--- src/rtl/c_fetch_align_queue.sv ---
// c_fetch_align_queue: RV32IC fetch sequencer; word fetches feed a halfword queue
// that realigns 16/32-bit instructions and supports redirects to any halfword PC.
module c_fetch_align_queue #(
    parameter int          DEPTH_HW = 6,
    parameter logic [31:0] RESET_PC = 32'h0000_0000
) (
    input  logic        clk,
    input  logic        reset_n,
    output logic        imem_req_valid,
    input  logic        imem_req_ready,
    output logic [31:0] imem_addr,
    input  logic        imem_rsp_valid,
    input  logic [31:0] imem_rsp_data,
    input  logic        flush,
    input  logic [31:0] flush_pc,
    output logic        inst_valid,
    input  logic        inst_ready,
    output logic [31:0] inst_data,
    output logic [31:0] inst_pc,
    output logic        inst_is_compressed
);
    localparam int PW = $clog2(DEPTH_HW);
    localparam int CW = $clog2(DEPTH_HW + 1);

    typedef enum logic [1:0] {F_IDLE, F_WAIT, F_KILL} state_t;

    state_t        state, state_nx;
    logic [15:0]   q [DEPTH_HW];
    logic [PW-1:0] rd_ptr, wr_ptr, rd_nx1, wr_nx1;
    logic [CW-1:0] count, push_n, pop_n;
    logic [31:0]   fetch_addr, head_pc;
    logic [15:0]   hw0, hw1;
    logic          drop_low, accept, push, pop, is32;

    function automatic logic [PW-1:0] wrap_add(input logic [PW-1:0] p, input int n);
        return PW'((int'(p) + n) % DEPTH_HW);
    endfunction

    assign rd_nx1 = wrap_add(rd_ptr, 1);
    assign wr_nx1 = wrap_add(wr_ptr, 1);
    assign hw0    = q[rd_ptr];
    assign hw1    = q[rd_nx1];
    assign is32   = hw0[1:0] == 2'b11;

    // A 32-bit instruction split across words waits until both halves are queued
    assign inst_valid         = is32 ? count >= CW'(2) : count != '0;
    assign inst_data          = !inst_valid ? 32'h0 : is32 ? {hw1, hw0} : {16'h0, hw0};
    assign inst_is_compressed = inst_valid && !is32;
    assign inst_pc            = head_pc;
    assign imem_addr          = fetch_addr;

    assign pop    = inst_valid && inst_ready && !flush;
    assign accept = imem_req_valid && imem_req_ready;
    assign pop_n  = !pop ? '0 : is32 ? CW'(2) : CW'(1);
    assign push_n = !push ? '0 : drop_low ? CW'(1) : CW'(2);

    // Issuing only with two free slots reserves room for the single outstanding response
    always_comb begin
        state_nx       = state;
        imem_req_valid = 1'b0;
        push           = 1'b0;
        case (state)
            F_IDLE: begin
                imem_req_valid = reset_n && !flush && int'(count) <= DEPTH_HW - 2;
                if (imem_req_valid && imem_req_ready) state_nx = F_WAIT;
            end
            F_WAIT: begin
                push = imem_rsp_valid && !flush;
                if (imem_rsp_valid) state_nx = F_IDLE;
                else if (flush) state_nx = F_KILL;
            end
            F_KILL: if (imem_rsp_valid) state_nx = F_IDLE;
            default: state_nx = F_IDLE;
        endcase
    end

    always_ff @(posedge clk or negedge reset_n) begin
        if (!reset_n) state <= F_IDLE;
        else state <= state_nx;
    end

    always_ff @(posedge clk or negedge reset_n) begin
        if (!reset_n) begin
            rd_ptr     <= '0;
            wr_ptr     <= '0;
            count      <= '0;
            fetch_addr <= RESET_PC;
            head_pc    <= RESET_PC;
            drop_low   <= 1'b0;
        end else if (flush) begin
            rd_ptr     <= '0;
            wr_ptr     <= '0;
            count      <= '0;
            fetch_addr <= flush_pc & ~32'd3;
            head_pc    <= flush_pc & ~32'd1;
            drop_low   <= flush_pc[1];
        end else begin
            if (accept) fetch_addr <= fetch_addr + 32'd4;
            if (pop) begin
                rd_ptr  <= is32 ? wrap_add(rd_ptr, 2) : rd_nx1;
                head_pc <= head_pc + (is32 ? 32'd4 : 32'd2);
            end
            if (push) begin
                wr_ptr   <= drop_low ? wr_nx1 : wrap_add(wr_ptr, 2);
                drop_low <= 1'b0;
            end
            count <= count + push_n - pop_n;
        end
    end

    always_ff @(posedge clk) begin
        if (push) begin
            if (drop_low) q[wr_ptr] <= imem_rsp_data[31:16];
            else begin
                q[wr_ptr] <= imem_rsp_data[15:0];
                q[wr_nx1] <= imem_rsp_data[31:16];
            end
        end
    end
endmodule

--- config.mk ---
export PLATFORM = sky130hd
export DESIGN_NAME = c_fetch_align_queue
export DESIGN_NICKNAME = d
export VERILOG_FILES = /design/src/rtl/c_fetch_align_queue.sv
export SDC_FILE = /design/constraint.sdc
export NUM_CORES = 1
export LEC_CHECK = 0
export ABC_CLOCK_PERIOD_IN_PS = 8500
export BUFFER_PORTS_ARGS = -buffer_cell sky130_fd_sc_hd__buf_2
export CORE_MARGIN = 5
export CORE_UTILIZATION = 48
export CTS_CLUSTER_DIAMETER = 120
export CTS_CLUSTER_SIZE = 28
export DETAILED_ROUTE_END_ITERATION = 12
export MAX_ROUTING_LAYER = met4
export PLACE_DENSITY = 0.76
export SLEW_MARGIN = 15
export SYNTH_ARGS = -nofsm -noshare
export SYNTH_HDL_FRONTEND = slang
export SYNTH_SLANG_ARGS = --single-unit
--- constraint.sdc ---
create_clock -name clk -period 8.5 [get_ports clk]
set_input_delay 1.7 -clock clk [delete_from_list [all_inputs] [get_ports clk]]
set_output_delay 1.7 -clock clk [all_outputs]
set_load 0.05 [all_outputs]
==> results of run 1 <==
==> layout by cell type, fill, tap and decap left out, types with 11 or more instances in the layout <==
| master | n |
|---|---|
| sky130_fd_sc_hd__a21oi_1 | 24 |
| sky130_fd_sc_hd__dfrtp_1 | 72 |
| sky130_fd_sc_hd__a211oi_1 | 25 |
| sky130_fd_sc_hd__mux4_2 | 16 |
| sky130_fd_sc_hd__o31ai_1 | 12 |
| sky130_fd_sc_hd__nand3_1 | 37 |
| sky130_fd_sc_hd__clkbuf_16 | 17 |
| sky130_fd_sc_hd__mux2_2 | 101 |
| sky130_fd_sc_hd__nand2_1 | 105 |
| sky130_fd_sc_hd__o211ai_1 | 19 |
| sky130_fd_sc_hd__xor2_1 | 11 |
| sky130_fd_sc_hd__a31oi_1 | 29 |
| sky130_fd_sc_hd__and3_1 | 13 |
| sky130_fd_sc_hd__nand4_1 | 32 |
| sky130_fd_sc_hd__mux2i_1 | 20 |
| sky130_fd_sc_hd__edfxtp_1 | 96 |
| sky130_fd_sc_hd__nor3_1 | 21 |
| sky130_fd_sc_hd__o21ai_0 | 40 |
| sky130_fd_sc_hd__ha_1 | 22 |
| sky130_fd_sc_hd__mux2_1 | 13 |
| sky130_fd_sc_hd__inv_1 | 22 |
| sky130_fd_sc_hd__buf_2 | 163 |
| sky130_fd_sc_hd__nor4_1 | 16 |
| sky130_fd_sc_hd__nor2_1 | 66 |
| sky130_fd_sc_hd__buf_4 | 11 |
| sky130_fd_sc_hd__a221oi_1 | 14 |
==> power groups by stage <==
stage | Sequential [mW] | Clock [mW] | Combinational [mW]
2_1_floorplan | 1.08 | 0 | 0.719
3_3_place_gp | 0.996 | 0 | 1.07
3_5_place_dp | 0.999 | 0 | 1.08
4_1_cts | 0.981 | 0.789 | 1.09
5_1_grt | 0.992 | 0.818 | 1.17
6_report | 0.983 | 0.792 | 1.10
==> metal layers <==
metal,up-vias,routed length [um],GRT usage
met4,0,907,0.0962
li1,4234,-,-
met2,482,15300,0.400
met1,4504,12500,0.306
met3,82,2590,0.0461
met5,-,0,-
==> cells in the mapped netlist (all sizes together) (10+ instances only) <==
cell	count	area share
buf	27	0.014
nor3	22	0.011
nand2	105	0.037
xor2	11	0.0089
o211ai	19	0.013
a221oi	14	0.011
nand4	33	0.020
o31ai	12	0.0083
and3	13	0.0075
mux4	16	0.033
a31oi	29	0.017
a211oi	25	0.017
o21ai	43	0.020
edfxtp	96	0.27
dfrtp	73	0.17
mux2i	20	0.019
mux2	114	0.12
clkbuf	43	0.015
xnor2	11	0.0096
ha	22	0.026
nand3	37	0.017
nor4	17	0.010
a21oi	28	0.013
or3	10	0.0058
nor2	67	0.023
inv	25	0.0087
==> flip-flops by register name (all words and copies together), names as in the netlist <==
signal and count:
imem_addr 30, count 3, wr_ptr 3, drop_low 1, rd_ptr 3, state 2
q 96, inst_pc 31
==> critical path: stages (launching register included) <==
cell	delay, ns
sky130_fd_sc_hd__dfrtp_2	0.73
sky130_fd_sc_hd__ha_1	0.39
sky130_fd_sc_hd__xnor2_1	0.52
sky130_fd_sc_hd__inv_2	0.20
sky130_fd_sc_hd__ha_1	0.36
sky130_fd_sc_hd__and4b_1	0.19
sky130_fd_sc_hd__mux2i_1	0.20
sky130_fd_sc_hd__and2_0	0.82
sky130_fd_sc_hd__o211ai_1	0.24
sky130_fd_sc_hd__a31oi_1	0.39
sky130_fd_sc_hd__buf_2	0.34
==> final cells by class <==
type,count,share of cell area
diodes,1,0.000203
clock buffers,17,0.0344
clock inverters,15,0.0140
inverters,26,0.00790
multi-input cells,771,0.461
flip-flops and latches,169,0.381
well taps,280,0.0284
repair buffers,174,0.0727
==> kinds of logic (layout without fill, tap and decap cells) <==
family	count (synthesis)	count (layout)
simple gates	350	350
compound gates	221	221
flops	169	169
mux	150	150
buf+inv	96	232
fa+ha+maj	25	25
xor+xnor	22	22
other cells	1	4
==> path summary, 6_finish.rpt <==
kind / startpoint / to / slack [ns] / cells after the start
min reg2reg: inst_pc[21] / inst_pc[21] / 0.59 / 2
min in group asynchronous: reset_n / imem_addr[17] / 1.19 / 1
max in group asynchronous: reset_n / rd_ptr[0] / 6.37 / 2
min: inst_pc[21] / inst_pc[21] / 0.59 / 2
max: rd_ptr[0] / inst_data[30] / 1.94 / 10
max reg2reg: rd_ptr[0] / inst_pc[17] / 3.84 / 12
==> results.ini, run 1 <==
[run_status]
run_status=complete, no violations

[cts]
cts_post_setup_buffers_inserted=0
post_cts_resize_count=0
clk_pin_slew_worst_paths_ns=0.07
clock_latency_ns=0.46
cts.sink_count=169
cts_tree=done
post_cts_hold_buffer_count=0
max-clock-path-buffers=2
clk_root_buffer_cell=sky130_fd_sc_hd__clkbuf_16
cts-htree-levels=4
cts-buffers-inserted=17

[route]
remaining_drc_errors=0
via_per_inst=6.40
number_of_drc_markers_in_iteration_0=898
detail-route-antenna-nets=0
postRouteWirelength_um=31300
dr_total_vias=9302
wire_per_inst_um=21.5
drtPass1Iterations=5

[sta]
final_period_minus_worst_setup_slack_ns=6.56
fin_skew_ns=0.0185
slew_headroom=0.181
fin_hold_ws_ns=0.586
count_of_final_max_slew_check_failures=0
max_freq_mhz=152
hold_viol_final=0
number_of_endpoints_failing_setup_at_the_final_stage=0
rsz0062_at_grt=no
tightest_slew_ns=1.22
setup_total_negative_slack_ns=0
final.period_utilization=0.772
finalWorstSetupSlack_ns=1.94

[global_routing]
total_grt_overflow=0
grt_start_max_net_pins=61
grt_antenna_before_repair=1
grt_pass1_vias=9067
groute.usage.overall=0.246
wire_length_of_the_first_global_routing_pass_um=48900

[finish]
layout.core_utilization=0.563
seq_area_um2=4710
flow.area_growth_from_synthesis_pct=14.5
fin_cells=1453
layout.cell_area.non_filler_um2=12400
multi_input_comb_area_um2=5700
design.final.nets=1254
fillCellCount=1874
final_layout_size_suffix_gt1_frac=0.294

[power]
power_switching_share=0.435
power_leakage_nw=4.72
worst_ir_drop_vdd_mv=0.148
power.switching_mw=1.25
power.share.sequential=0.342
finalPower_mw=2.87
power.density_cell_area_nw_per_um2=233
clock_power_share=0.276
pwr-share-comb=0.382
p_int_mw=1.62

[die]
die-area_um2=25600
die-width_um=160
core_area_um2=22000
boundaryPins=169
die-height_um=160
initial_core_util=0.491
rows=54

[yosys]
synth-seq-cells=169
synth-xor-area-share=0.0186
avgSynthCellArea_um2=10.4
synth_warnings=0
number_of_library_cell_types_mapped_by_synthesis=70
largest_family_of_logic_cells_by_synthesized_area=multiplexers
portion_of_netlist_area_occupied_by_mux_cells=0.171
most_common_flop_cell_mapped_by_yosys=sky130_fd_sc_hd__edfxtp_1
synth-seq-area-share=0.436
synth_async_reset_ratio=0.432
number_of_synthesized_flops_with_an_enable_pin=96
cell_area_after_synthesis_um2=10800
yosys.area_share.adder=0.0311
compound_gate_portion_of_the_synthesized_area=0.140
syn-instance-count=1034
synthSimpleGateAreaFrac=0.164

[place]
detailed_place_hpwl_um=20400
gp_congestion=0.918
placed_cell_area_um2=11800
port_buffers=164
placed_cells_incl_taps=1420
pre_cts_setup_slack_ns=2.62

[critical_path]
critical_path_arrival_ns=4.86
largest_fanout_on_the_critical_path=43
cp-start-kind=flop
ws_path_type=reg -> out
cp.required_ns=6.80
endpoint_class_of_the_critical_path=output pin

[hold_path]
timing.hold.worst.class=reg -> reg

[flow_run]
maxCapViolCount=0

Note: power is estimated with default switching activity, not from simulation.
==> run 2, diff against run 1 <==
- ABC_CLOCK_PERIOD_IN_PS: 8500 -> 6820
- clock period: 8.5 -> 6.82 ns (I/O delays scaled with it)
==> run 2 against run 1 <==
Compared with the run above:
- design area about the same
- largest cell class unchanged
- cell count is 0.41% higher
- critical path type unchanged
- clock skew shrank 0.0094 ns
- clock power rose by 19%
- register-to-register slack got worse by 1.7 ns
==> results.ini, run 2 (synthesis gave the netlist of run 1 again) <==
[route]
wire_per_inst_um=21.3
postRouteWirelength_um=31100
remaining_drc_errors=0
drtPass1Iterations=5
number_of_drc_markers_in_iteration_0=936
detail-route-antenna-nets=0
via_per_inst=6.37
dr_total_vias=9296

[cts]
max-clock-path-buffers=2
cts-buffers-inserted=17
post_cts_resize_count=0
cts_tree=done
post_cts_hold_buffer_count=0
clk_pin_slew_worst_paths_ns=0.07
cts_post_setup_buffers_inserted=0
cts-htree-levels=4
clock_latency_ns=0.43
cts.sink_count=169
clk_root_buffer_cell=sky130_fd_sc_hd__clkbuf_16

[finish]
multi_input_comb_area_um2=5690
flow.area_growth_from_synthesis_pct=14.5
layout.cells.most_common_list=sky130_fd_sc_hd__buf_2, sky130_fd_sc_hd__nand2_1, sky130_fd_sc_hd__mux2_2, sky130_fd_sc_hd__edfxtp_1, sky130_fd_sc_hd__dfrtp_1
antennaDiodeCount=0
top_register=q
seq_area_um2=4710
design.final.nets=1261
layout_commonest_cell=sky130_fd_sc_hd__buf_2
final_layout_size_suffix_gt1_frac=0.296
largest_reg_flops=96
fillCellCount=1839

[critical_path]
critPathSlowestCell=sky130_fd_sc_hd__dfrtp_2
maximum_cell_stage_delay_along_the_critical_path_ns=0.90
critical_path_arrival_ns=4.72
largest_fanout_on_the_critical_path=50
cp.required_ns=5.46
ws_path_type=reg -> out
crit_family=compound AO/OA/AOI/OAI gates
crit_buf_inv=3
endpoint_class_of_the_critical_path=output pin
cp-start-kind=flop
ordered_cell_list_for_the_critical_path=buf_4 -> nand2_1 -> inv_1 -> ha_1 -> nor2b_1 -> a21oi_1 -> a21oi_2 -> o32ai_1 -> a211oi_1 -> buf_2

[die]
boundaryPins=169
die-width_um=160
initial_core_util=0.491
core_area_um2=22000
die-height_um=160
die-area_um2=25600
rows=54

[power]
power_leakage_nw=4.74
finalPower_mw=3.54
power.density_cell_area_nw_per_um2=287
power.switching_mw=1.52
pwr-share-comb=0.388
power_switching_share=0.429
p_int_mw=2.02
worst_ir_drop_vdd_mv=0.187
clock_power_share=0.267
power.share.sequential=0.346

[global_routing]
grt_start_max_net_pins=60
wire_length_of_the_first_global_routing_pass_um=48600
grt.met2_usage=0.394
grt_pass1_vias=8885
groute.usage.overall=0.243
grt-busiest-layer=met2
grt_antenna_before_repair=0
total_grt_overflow=0
use_met3=0.0466
grt_use_met1=0.305

[sta]
final_period_minus_worst_setup_slack_ns=6.08
number_of_endpoints_failing_setup_at_the_final_stage=0
rsz0062_at_grt=no
hold_viol_final=0
slew_headroom=0.230
setup_total_negative_slack_ns=0
count_of_final_max_slew_check_failures=0
fin_skew_ns=0.00905
tightest_slew_ns=1.15
final.period_utilization=0.892
max_freq_mhz=164

[hold_path]
timing.hold.worst.class=reg -> reg

[run_status]
run_status=complete, no violations

[flow_run]
maxCapViolCount=0

[place]
gp_congestion=0.896
detailed_place_hpwl_um=20300
port_buffers=164

==> run 2: metal layers <==
metal / part of all wire / vias up
met5: 0 / -
met4: 0.031 / 0
met3: 0.087 / 91
met2: 0.48 / 487
met1: 0.40 / 4481
li1: - / 4237
==> run 2: through the flow <==
step | setup WS (ns) | instance area, um^2 | std cells | hold slack [ns] | utilization
detailed placement | 1.36 | 11800 | 1427 | 0.561 | 0.537
CTS | 0.846 | 12400 | 1459 | 0.571 | 0.563
global placement | 1.42 | 11800 | 1427 | 0.557 | 0.537
global route | 0.444 | 12400 | 1459 | 0.592 | 0.563
finish | 0.740 | 12400 | 1459 | 0.575 | 0.563
floorplan | 1.85 | 10800 | 1036 | 0.604 | -
==> run 2: power by group through the flow <==
stage	Sequential (mW)	Clock (mW)	Combinational (mW)
floorplan	1.34	0	0.896
global placement	1.24	0	1.34
detailed placement	1.24	0	1.36
CTS	1.22	0.950	1.36
global route	1.23	0.993	1.45
finish	1.22	0.945	1.37
==> run 2: cell type report <==
class,instances,area share
multi-input cells,771,0.460
flip-flops and latches,169,0.381
repair buffers,181,0.0769
clock buffers,18,0.0347
well taps,280,0.0283
clock inverters,14,0.0107
inverters,26,0.00790
==> run 2: final timing paths <==
check / cells past startpoint / to / slack, ns / startpoint
min in group asynchronous: 1 / imem_addr[17] / 0.87 / reset_n
worst min-delay path: 1 / imem_addr[13] / 0.57 / imem_addr[13]
worst max register to register: 12 / inst_pc[29] / 2.16 / rd_ptr[0]
worst max-delay path: 10 / inst_data[17] / 0.74 / rd_ptr[0]
worst min register to register: 1 / imem_addr[13] / 0.57 / imem_addr[13]
max in group asynchronous: 2 / rd_ptr[0] / 5.02 / reset_n
